===== src/rtl/spi_cmd_pkg.sv =====
// Shared opcodes, response codes, FSM state encoding and timeout sizing
// for the SPI command decoder.
package spi_cmd_pkg;

  localparam logic [7:0] OP_WRITE = 8'h01;
  localparam logic [7:0] OP_READ  = 8'h02;
  localparam logic [7:0] RSP_ACK  = 8'hA5;
  localparam logic [7:0] RSP_ERR  = 8'hEE;

  localparam int TIMEOUT_CYCLES_DEF = 1000000;

  function automatic int tmo_width(input int cycles);
    return $clog2(cycles + 1);
  endfunction

  localparam int TMO_W_DEF = tmo_width(TIMEOUT_CYCLES_DEF);

  typedef enum logic [3:0] {
    ST_IDLE,
    ST_GET_OP,
    ST_GET_ADDR,
    ST_GET_LEN,
    ST_WR_DATA,
    ST_WR_STB,
    ST_RD_REQ,
    ST_RD_CAP,
    ST_RSP,
    ST_ERR
  } state_e;

endpackage


===== src/rtl/spi_cmd_timeout.sv =====
// Inter-byte watchdog: reloads on clr, counts down while en is high and
// pulses expired on the TIMEOUT_CYCLES-th consecutive enabled cycle.
module spi_cmd_timeout
  import spi_cmd_pkg::*;
#(
  parameter int TIMEOUT_CYCLES = TIMEOUT_CYCLES_DEF
) (
  input  logic clk,
  input  logic rst,
  input  logic clr,
  input  logic en,
  output logic expired
);

  localparam int W = tmo_width(TIMEOUT_CYCLES);
  localparam logic [W-1:0] LOAD = W'(TIMEOUT_CYCLES);

  logic [W-1:0] cnt_q;

  always_ff @(posedge clk or posedge rst) begin
    if (rst) begin
      cnt_q <= LOAD;
    end else if (clr) begin
      cnt_q <= LOAD;
    end else if (en && (cnt_q != '0)) begin
      cnt_q <= cnt_q - W'(1);
    end
  end

  assign expired = en && !clr && (cnt_q == W'(1));

endmodule


===== src/rtl/spi_cmd_decoder.sv =====
// Parses OPCODE/ADDR/LEN frames from the SPI receive FIFO, drives the 8-bit
// register bus and pushes ACK / read data / error bytes to the transmit FIFO.
module spi_cmd_decoder
  import spi_cmd_pkg::*;
#(
  parameter int TIMEOUT_CYCLES = TIMEOUT_CYCLES_DEF,
  parameter int RX_LATENCY     = 1
) (
  input  logic       clk,
  input  logic       rst,
  input  logic       rx_avail,
  output logic       rx_trig_read,
  input  logic [7:0] rx_data,
  input  logic       tx_full,
  output logic       tx_trig_write,
  output logic [7:0] tx_data,
  output logic [7:0] reg_addr,
  output logic [7:0] reg_wdata,
  output logic       reg_we,
  output logic       reg_re,
  input  logic [7:0] reg_rdata,
  output logic       busy,
  output logic       frame_err
);

  // Handshakes: rx_trig_read pops one byte only while rx_avail=1, and that
  // byte is sampled RX_LATENCY cycles later; tx_trig_write pushes tx_data
  // only in a cycle where tx_full=0, otherwise the byte and state are held.

  state_e state_q, state_d;

  logic [RX_LATENCY-1:0] lat_q;
  logic       byte_valid, pending, want_byte, timed;
  logic       tmo_en, tmo_clr, tmo_expired;
  logic       is_rd_q;
  logic [7:0] base_q, off_q, wdata_q, tx_hold_q;
  logic [8:0] rem_q;

  assign byte_valid = lat_q[RX_LATENCY-1];
  assign pending    = |lat_q;
  assign timed      = (state_q == ST_GET_ADDR) || (state_q == ST_GET_LEN) ||
                      (state_q == ST_WR_DATA);
  assign tmo_en     = timed && !byte_valid;
  assign tmo_clr    = !tmo_en;

  spi_cmd_timeout #(
    .TIMEOUT_CYCLES(TIMEOUT_CYCLES)
  ) u_timeout (
    .clk    (clk),
    .rst    (rst),
    .clr    (tmo_clr),
    .en     (tmo_en),
    .expired(tmo_expired)
  );

  always_ff @(posedge clk or posedge rst) begin
    if (rst) state_q <= ST_IDLE;
    else     state_q <= state_d;
  end

  always_comb begin
    state_d       = state_q;
    want_byte     = 1'b0;
    tx_trig_write = 1'b0;
    reg_we        = 1'b0;
    reg_re        = 1'b0;
    frame_err     = 1'b0;
    case (state_q)
      ST_IDLE: if (rx_avail) state_d = ST_GET_OP;
      ST_GET_OP: begin
        want_byte = 1'b1;
        if (byte_valid) begin
          state_d = ((rx_data == OP_WRITE) || (rx_data == OP_READ)) ? ST_GET_ADDR : ST_ERR;
        end
      end
      ST_GET_ADDR: begin
        want_byte = 1'b1;
        if (byte_valid)       state_d = ST_GET_LEN;
        else if (tmo_expired) state_d = ST_ERR;
      end
      ST_GET_LEN: begin
        want_byte = 1'b1;
        if (byte_valid)       state_d = is_rd_q ? ST_RD_REQ : ST_WR_DATA;
        else if (tmo_expired) state_d = ST_ERR;
      end
      ST_WR_DATA: begin
        want_byte = 1'b1;
        if (byte_valid)       state_d = ST_WR_STB;
        else if (tmo_expired) state_d = ST_ERR;
      end
      ST_WR_STB: begin
        reg_we  = 1'b1;
        state_d = (rem_q == 9'd1) ? ST_RSP : ST_WR_DATA;
      end
      ST_RD_REQ: begin
        reg_re  = 1'b1;
        state_d = ST_RD_CAP;
      end
      ST_RD_CAP: state_d = ST_RSP;
      ST_RSP: begin
        if (!tx_full) begin
          tx_trig_write = 1'b1;
          state_d = (is_rd_q && (rem_q != 9'd0)) ? ST_RD_REQ : ST_IDLE;
        end
      end
      ST_ERR: begin
        if (!tx_full) begin
          tx_trig_write = 1'b1;
          frame_err     = 1'b1;
          state_d       = ST_IDLE;
        end
      end
      default: state_d = ST_IDLE;
    endcase
  end

  // A pop is never launched in the cycle the watchdog fires, so no byte is lost.
  assign rx_trig_read = want_byte && rx_avail && !pending && !tmo_expired;

  always_ff @(posedge clk or posedge rst) begin
    if (rst) begin
      lat_q     <= '0;
      is_rd_q   <= 1'b0;
      base_q    <= '0;
      off_q     <= '0;
      wdata_q   <= '0;
      tx_hold_q <= '0;
      rem_q     <= '0;
    end else begin
      lat_q[0] <= rx_trig_read;
      for (int i = 1; i < RX_LATENCY; i++) lat_q[i] <= lat_q[i-1];
      case (state_q)
        ST_GET_OP:   if (byte_valid) is_rd_q <= (rx_data == OP_READ);
        ST_GET_ADDR: if (byte_valid) base_q <= rx_data;
        ST_GET_LEN: begin
          if (byte_valid) begin
            rem_q <= (rx_data == 8'd0) ? 9'd256 : {1'b0, rx_data};
            off_q <= '0;
          end
        end
        ST_WR_DATA: if (byte_valid) wdata_q <= rx_data;
        ST_WR_STB: begin
          off_q     <= off_q + 8'd1;
          rem_q     <= rem_q - 9'd1;
          tx_hold_q <= RSP_ACK;
        end
        ST_RD_CAP: begin
          tx_hold_q <= reg_rdata;
          off_q     <= off_q + 8'd1;
          rem_q     <= rem_q - 9'd1;
        end
        default: ;
      endcase
      if (state_d == ST_ERR) tx_hold_q <= RSP_ERR;
    end
  end

  assign reg_addr  = base_q + off_q;
  assign reg_wdata = wdata_q;
  assign tx_data   = tx_hold_q;
  assign busy      = (state_q != ST_IDLE);

endmodule


===== config.mk =====
export PLATFORM = sky130hd
export DESIGN_NAME = spi_cmd_decoder
export DESIGN_NICKNAME = d
export VERILOG_FILES = /design/src/rtl/spi_cmd_pkg.sv /design/src/rtl/spi_cmd_timeout.sv /design/src/rtl/spi_cmd_decoder.sv
export SDC_FILE = /design/constraint.sdc
export NUM_CORES = 1
export LEC_CHECK = 0
export CORE_MARGIN = 1
export CORE_UTILIZATION = 62
export CTS_BUF_LIST = sky130_fd_sc_hd__clkbuf_8
export CTS_CLUSTER_SIZE = 20
export DETAILED_ROUTE_END_ITERATION = 10
export PLACE_DENSITY = 0.92
export SLEW_MARGIN = 20
export SYNTH_ARGS = -nofsm -noshare
export SYNTH_HDL_FRONTEND = slang
export SYNTH_SLANG_ARGS = --single-unit

===== constraint.sdc =====
create_clock -name clk -period 6.3 [get_ports clk]
set_clock_uncertainty 0.05 [all_clocks]
set_input_delay 1.26 -clock clk [delete_from_list [all_inputs] [get_ports clk]]
set_output_delay 1.26 -clock clk [all_outputs]
set_load 0.02 [all_outputs]

# After elaboration in Yosys (flattened, before gate mapping)
# Cells that the tools add are included.
[totals]
register_bits = 67
inputBits = 20
output_inout_bits = 30
word_cells = 83
[classes]
add_sub_neg = 4
n_eq_ne = 16
mux = 28
reduce_logical = 26
[ops]
columns = ["op", "n"]
rows = [
  ["$mux W20", 2],
  ["$mux W4", 10],
  ["$pmux W4 S10", 1],
  ["$pmux W8 S2", 2],
  ["$eq A20 B1 Y1 const B", 1],
  ["$reduce_bool A20 Y1", 1],
  ["$sub A20 B1 Y20 const B", 1],
  ["$mux W9", 2],
  ["$pmux W9 S2", 1],
  ["$eq A4 B3 Y1 const B", 4],
  ["$mux W8", 2],
  ["$eq A4 B4 Y1 const B", 3],
  ["$eq A9 B1 Y1 const B", 1],
  ["$reduce_bool A9 Y1", 1],
  ["$sub A9 B1 Y9 const B", 1],
  ["$add A8 B1 Y8 const B", 1],
  ["$add A8 B8 Y8", 1],
  ["$eq A4 B2 Y1 const B", 2],
  ["$eq A8 B1 Y1 const B", 1],
  ["$eq A8 B2 Y1 const B", 1],
  ["$logic_not A8 Y1", 1],
  ["$reduce_and A2 Y1", 4],
  ["$logic_and A1 B1 Y1", 7],
  ["$mux W1", 6],
  ["other kinds (12)", 17],
]

# Depth between registers and ports, before layout
[depth]
word_depth = 10
depth_mapped = 8
mapped_depth_nobuf = 8

# Hierarchy
# Synthesis repeated with hierarchy kept, for this count alone.
[unflattened]
cells_unflattened = 426
area_unflattened_um2 = 4261.6
[by_module_without_submodules]
columns = ["module", "n_inst", "cells_each", "area_each_um2", "seq_area_each_um2"]
rows = [
  ["spi_cmd_decoder", 1, 296, 2982.9, 1176.1],
  ["spi_cmd_timeout", 1, 130, 1278.7, 509.2],
]

# Worst setup path after synthesis
# No wires, ideal clock.
[synth_timing]
path_kind = "register -> output"
start = "register off_q[0]"
end = "output reg_addr[6]"
arrival_time_ns = 1.790
required_time_ns = 4.990
setup_slack_ns = 3.200
stages_incl_launch_ff = 9
path_buffers = 0
path_cell_list = "dfrtp_1 -> ha_1 -> inv_1 -> fa_1 -> nor2b_1 -> o21ai_0 -> a21boi_0 -> or4_1 -> nand3_1"
[synth_via]
elab_chain_cells = 1
[synth_rtl]
columns = ["item", "line", "source"]
rows = [
  ["start, declared", "spi_cmd_decoder.sv:36", "logic [7:0] base_q, off_q, wdata_q, tx_hold_q;"],
  ["start signal, assigned", "spi_cmd_decoder.sv:143", "off_q <= off_q + 8'd1;"],
  ["start signal, assigned", "spi_cmd_decoder.sv:149", "off_q <= off_q + 8'd1;"],
  ["$add A8 B8 Y8", "spi_cmd_decoder.sv:158", "assign reg_addr = base_q + off_q;"],
  ["end, declared", "spi_cmd_decoder.sv:17", "output logic [7:0] reg_addr,"],
]
# Every way passes these cells.

# Worst setup path after layout
# Same ends and word-level chain as after synthesis.

==> run_results.csv <==
group,metric,value,unit
outcome,status,"finished, final reports clean",
cts,cts_setup_buffers,0,
route,vias,3408,
cts,clock_path_buffers,2,
sta,period_minus_slack,4270,ps
floorplan,rows,28,
critical_path,reg2reg_slack,3520,ps
place,routabilityCongestion,0.876,
floorplan,core_region_area,0.00599,mm^2
synth,synth_compound_area_share,15.4,%
synth,synth_ff_type,"dfrtp_1",
critical_path,r2r_cells,5,
finish,diodes,0,
critical_path,crit_end,"reg_addr[6]",
synth,ys_ff_latch,67,
grt,overflow,0,
critical_path,r2r-start,"state_q[2]",
synth,syn_avg_cell_area,9.66,um^2
cts,cts.sinks,67,
synth,synth_area_leaders,"dfrtp_1 39%, nor2_1 5.1%, dfstp_2 4.7%",
floorplan,initial_core_util,64.8,%
critical_path,path_class,"flop to primary output",
sta,holdWs,456,ps
route,route.met3.wl,586,um
route,ant_nets,0,
synth,synth_edf_count,0,
synth,synth-xor-area-share,5.64,%
route,vias_per_cell,6.45,
synth,ys_types,64,
floorplan,ioPinCount,50,
critical_path,critPathMaxFanout,5,
power,switching_share,36.9,%
synth,synthMuxAreaShare,4.90,%
synth,synth_top_family_by_area,"simple AND/OR/NAND/NOR gates",
grt,grt_pass1_wl,15.9,mm
sta,fmax,0.234,GHz
route,top_layer_used,"met4",
synth,synth_common_cells,"60 x dfrtp_1, 53 x nor2_1, 21 x nand2_1, 21 x o21ai_0, 19 x a21oi_1",
sta,timing.final.crit_share,67.8,%
route,first_iter_violations,258,
critical_path,cp_slowest_stage_delay,610,ps
place,numPortBuffers,49,
synth,yosys_warnings,0,
finish,num-fill-cells,343,
grt,antenna_found_initial,0,
critical_path,critPathLaunch,"off_q[0]",
power,p_per_area,388,mW/mm^2
critical_path,critPathSlowestCell,"clkdlybuf4s50_1",
route,drc,0,
critical_path,worst_ep_arrival_time,2960,ps
cts,cts_tree,"done",
finish,fin_nets,483,
grt,grt_pass1_vias,3418,
synth,synth_top_area_share,38.7,%
sta,maxSlewViolCount,0,
route,wire_per_inst,18.1,um
synth,synthArstFlopShare,100,%
critical_path,crit_chain,"ha_1 > inv_1 > fa_1 > nor2b_1 > o21ai_0 > a21boi_0 > or4_1 > nand3_1 > clkdlybuf4s50_1",
power,p_sw,0.671,mW
cts,numCtsBuffers,9,
cts,worstSkewPairLatency,360,ps
synth,syn_area,0.00388,mm^2
power,seqPwrFrac,36.0,%
synth,synth_most_common_cell,"dfrtp_1",
critical_path,r2r-end,"off_q[7]",
place,dpl.hpwl,6.49,mm
floorplan,die_h,81.1,um
synth,seq_area_frac_synth,43.4,%
sta,rsz0062_at_grt,"false",
power,combPwrFrac,37.8,%
sta,hold_viol_final,0,
hold_path,min_path_type,"flop to flop",
sta,fin_setup_tns,0,ps
synth,synthesis.nets,437,
finish,drive_gt1_share,12.6,%
floorplan,dieArea,0.00658,mm^2
cts,ctsHtreeMaxLevel,3,
power,ir_drop,0.284,mV
finish,areaGrowthSynthToFinish,20.5,%
sta,worstMarginPinSlew,940,ps
synth,synthCells,402,
critical_path,worstSetupStartpointType,"flop",
grt,grt_use_total,32.0,%
critical_path,cp-end-kind,"primary output",
grt,grt_max_degree,68,
synth,synth_top_cell_by_area,"dfrtp_1",
cts,clock-root-buffer,"clkbuf_8",
synth,yosys.area_share.simple,22.2,%
route,wl_met2,4.75,mm
flow_run,cap_violations,0,
cts,holdBufCountCts,0,
cts,cts_resized,0,
power,power_frac_clock,26.2,%
synth,yosys.area_share.adder,5.03,%
power,p_leak,1.90,nW
floorplan,die_w,81.1,um
route,drt-met1-wl,3.95,mm
sta,setup_viol,0,
route,dr.pass1.iters,5,
power,internal_power,1.15,mW
route,routed_wl,9.57,mm
critical_path,cp.required,4990,ps
cts,cts.clk_slew.worst_paths,80,ps
sta,max_slew_margin,37.3,%
logic make-up (layout without fill, tap and decap cells):
family,Yosys count,in the layout
adders and majority gates,15,15
buffers and inverters,34,85
AOI/OAI and AO/OA,90,90
muxes,17,17
xor gates and xnor gates,25,25
DFF,67,67
and+or+nand+nor,154,154
per-layer routing:
| metal | track usage (%) | vias to the layer above |
|---|---|---|
| li1 | - | 1551 |
| met3 | 7.75 | 36 |
| met2 | 52.7 | 164 |
| met4 | 16.3 | 0 |
| met5 | 0 | - |
| met1 | 39.2 | 1657 |
critical path, delay by kind of cell (launching register included):
family	cells	cell delay, ps
flip-flops	1	450
adder cells (fa/ha/maj)	2	470
AO/OA/AOI/OAI	2	410
buffers and inverters	2	690
AND/OR/NAND/NOR	3	600
power by group through the flow:
stage,registers [mW],clock network (mW),logic [mW]
after floorplan,0.642,0,0.430
after global placement,0.644,0,0.645
after detailed placement,0.652,0,0.673
after CTS,0.648,0.478,0.684
after global routing,0.665,0.497,0.736
final,0.654,0.476,0.686
state kept, by name (all words and copies together) (netlist names):
name,count
base_q,8
byte_valid,1
is_rd_q,1
off_q,8
reg_wdata,8
rem_q,9
state_q,4
tx_data,8
u_timeout.cnt_q,20
worst min path at each step:
stage               slack, ps    startpoint  depth (start not counted)      endpoint
detailed placement        440  reg_wdata[3]                          1  reg_wdata[3]
floorplan                 400      rem_q[7]                          1      rem_q[7]
finish                    460  reg_wdata[3]                          1  reg_wdata[3]
CTS                       460  reg_wdata[3]                          1  reg_wdata[3]
global placement          420      rem_q[7]                          1      rem_q[7]
global route              470      rem_q[7]                          1      rem_q[7]
layout by cell type (no fill, tap or decap), types with 3 or more instances in the layout:
cell and n:
o41ai_1 3, nand4_1 4, nand2_1 21, inv_2 3
nor2b_1 4, nand3_1 8, o211ai_1 5, dfstp_2 7
bufinv_16 4, nor4_1 4, ha_1 14, a21oi_1 19
a31oi_1 3, a311oi_1 3, a211oi_1 8, inv_1 16
nand3b_1 10, mux2_2 16, nand2b_1 6, o21ai_1 5
clkdlybuf4s50_1 49, o22ai_1 4, nand4b_1 4, xor2_1 11
o21ai_0 21, clkbuf_8 9, or3_1 5, nor2_1 53
nor3_1 11, o31ai_1 3, nor3b_1 4, xnor2_1 14
dfrtp_1 60
per-stage QoR:
stage | instance area [um^2] | utilization, % | worst slack [ps] | cells | power, mW
detailed placement | 4420 | 73.7 | 2260 | 512 | 1.33
global placement | 4420 | 73.7 | 2290 | 512 | 1.29
CTS | 4680 | 78.1 | 2060 | 528 | 1.81
global route | 4680 | 78.1 | 1900 | 528 | 1.90
finish | 4680 | 78.1 | 2030 | 528 | 1.82
floorplan | 3880 | - | 3200 | 402 | 1.07
area by class of cell:
class	instances	area (um^2)	area share (%)
multi-input combinational	301	2060	44.1
sequential	67	1690	36.0
timing repair buffer	51	505	10.8
clock inverter	7	141	3.02
clock buffer	9	124	2.65
tap	75	93.8	2.00
inverter	18	67.6	1.44
Power figures use the tool's default switching activity.
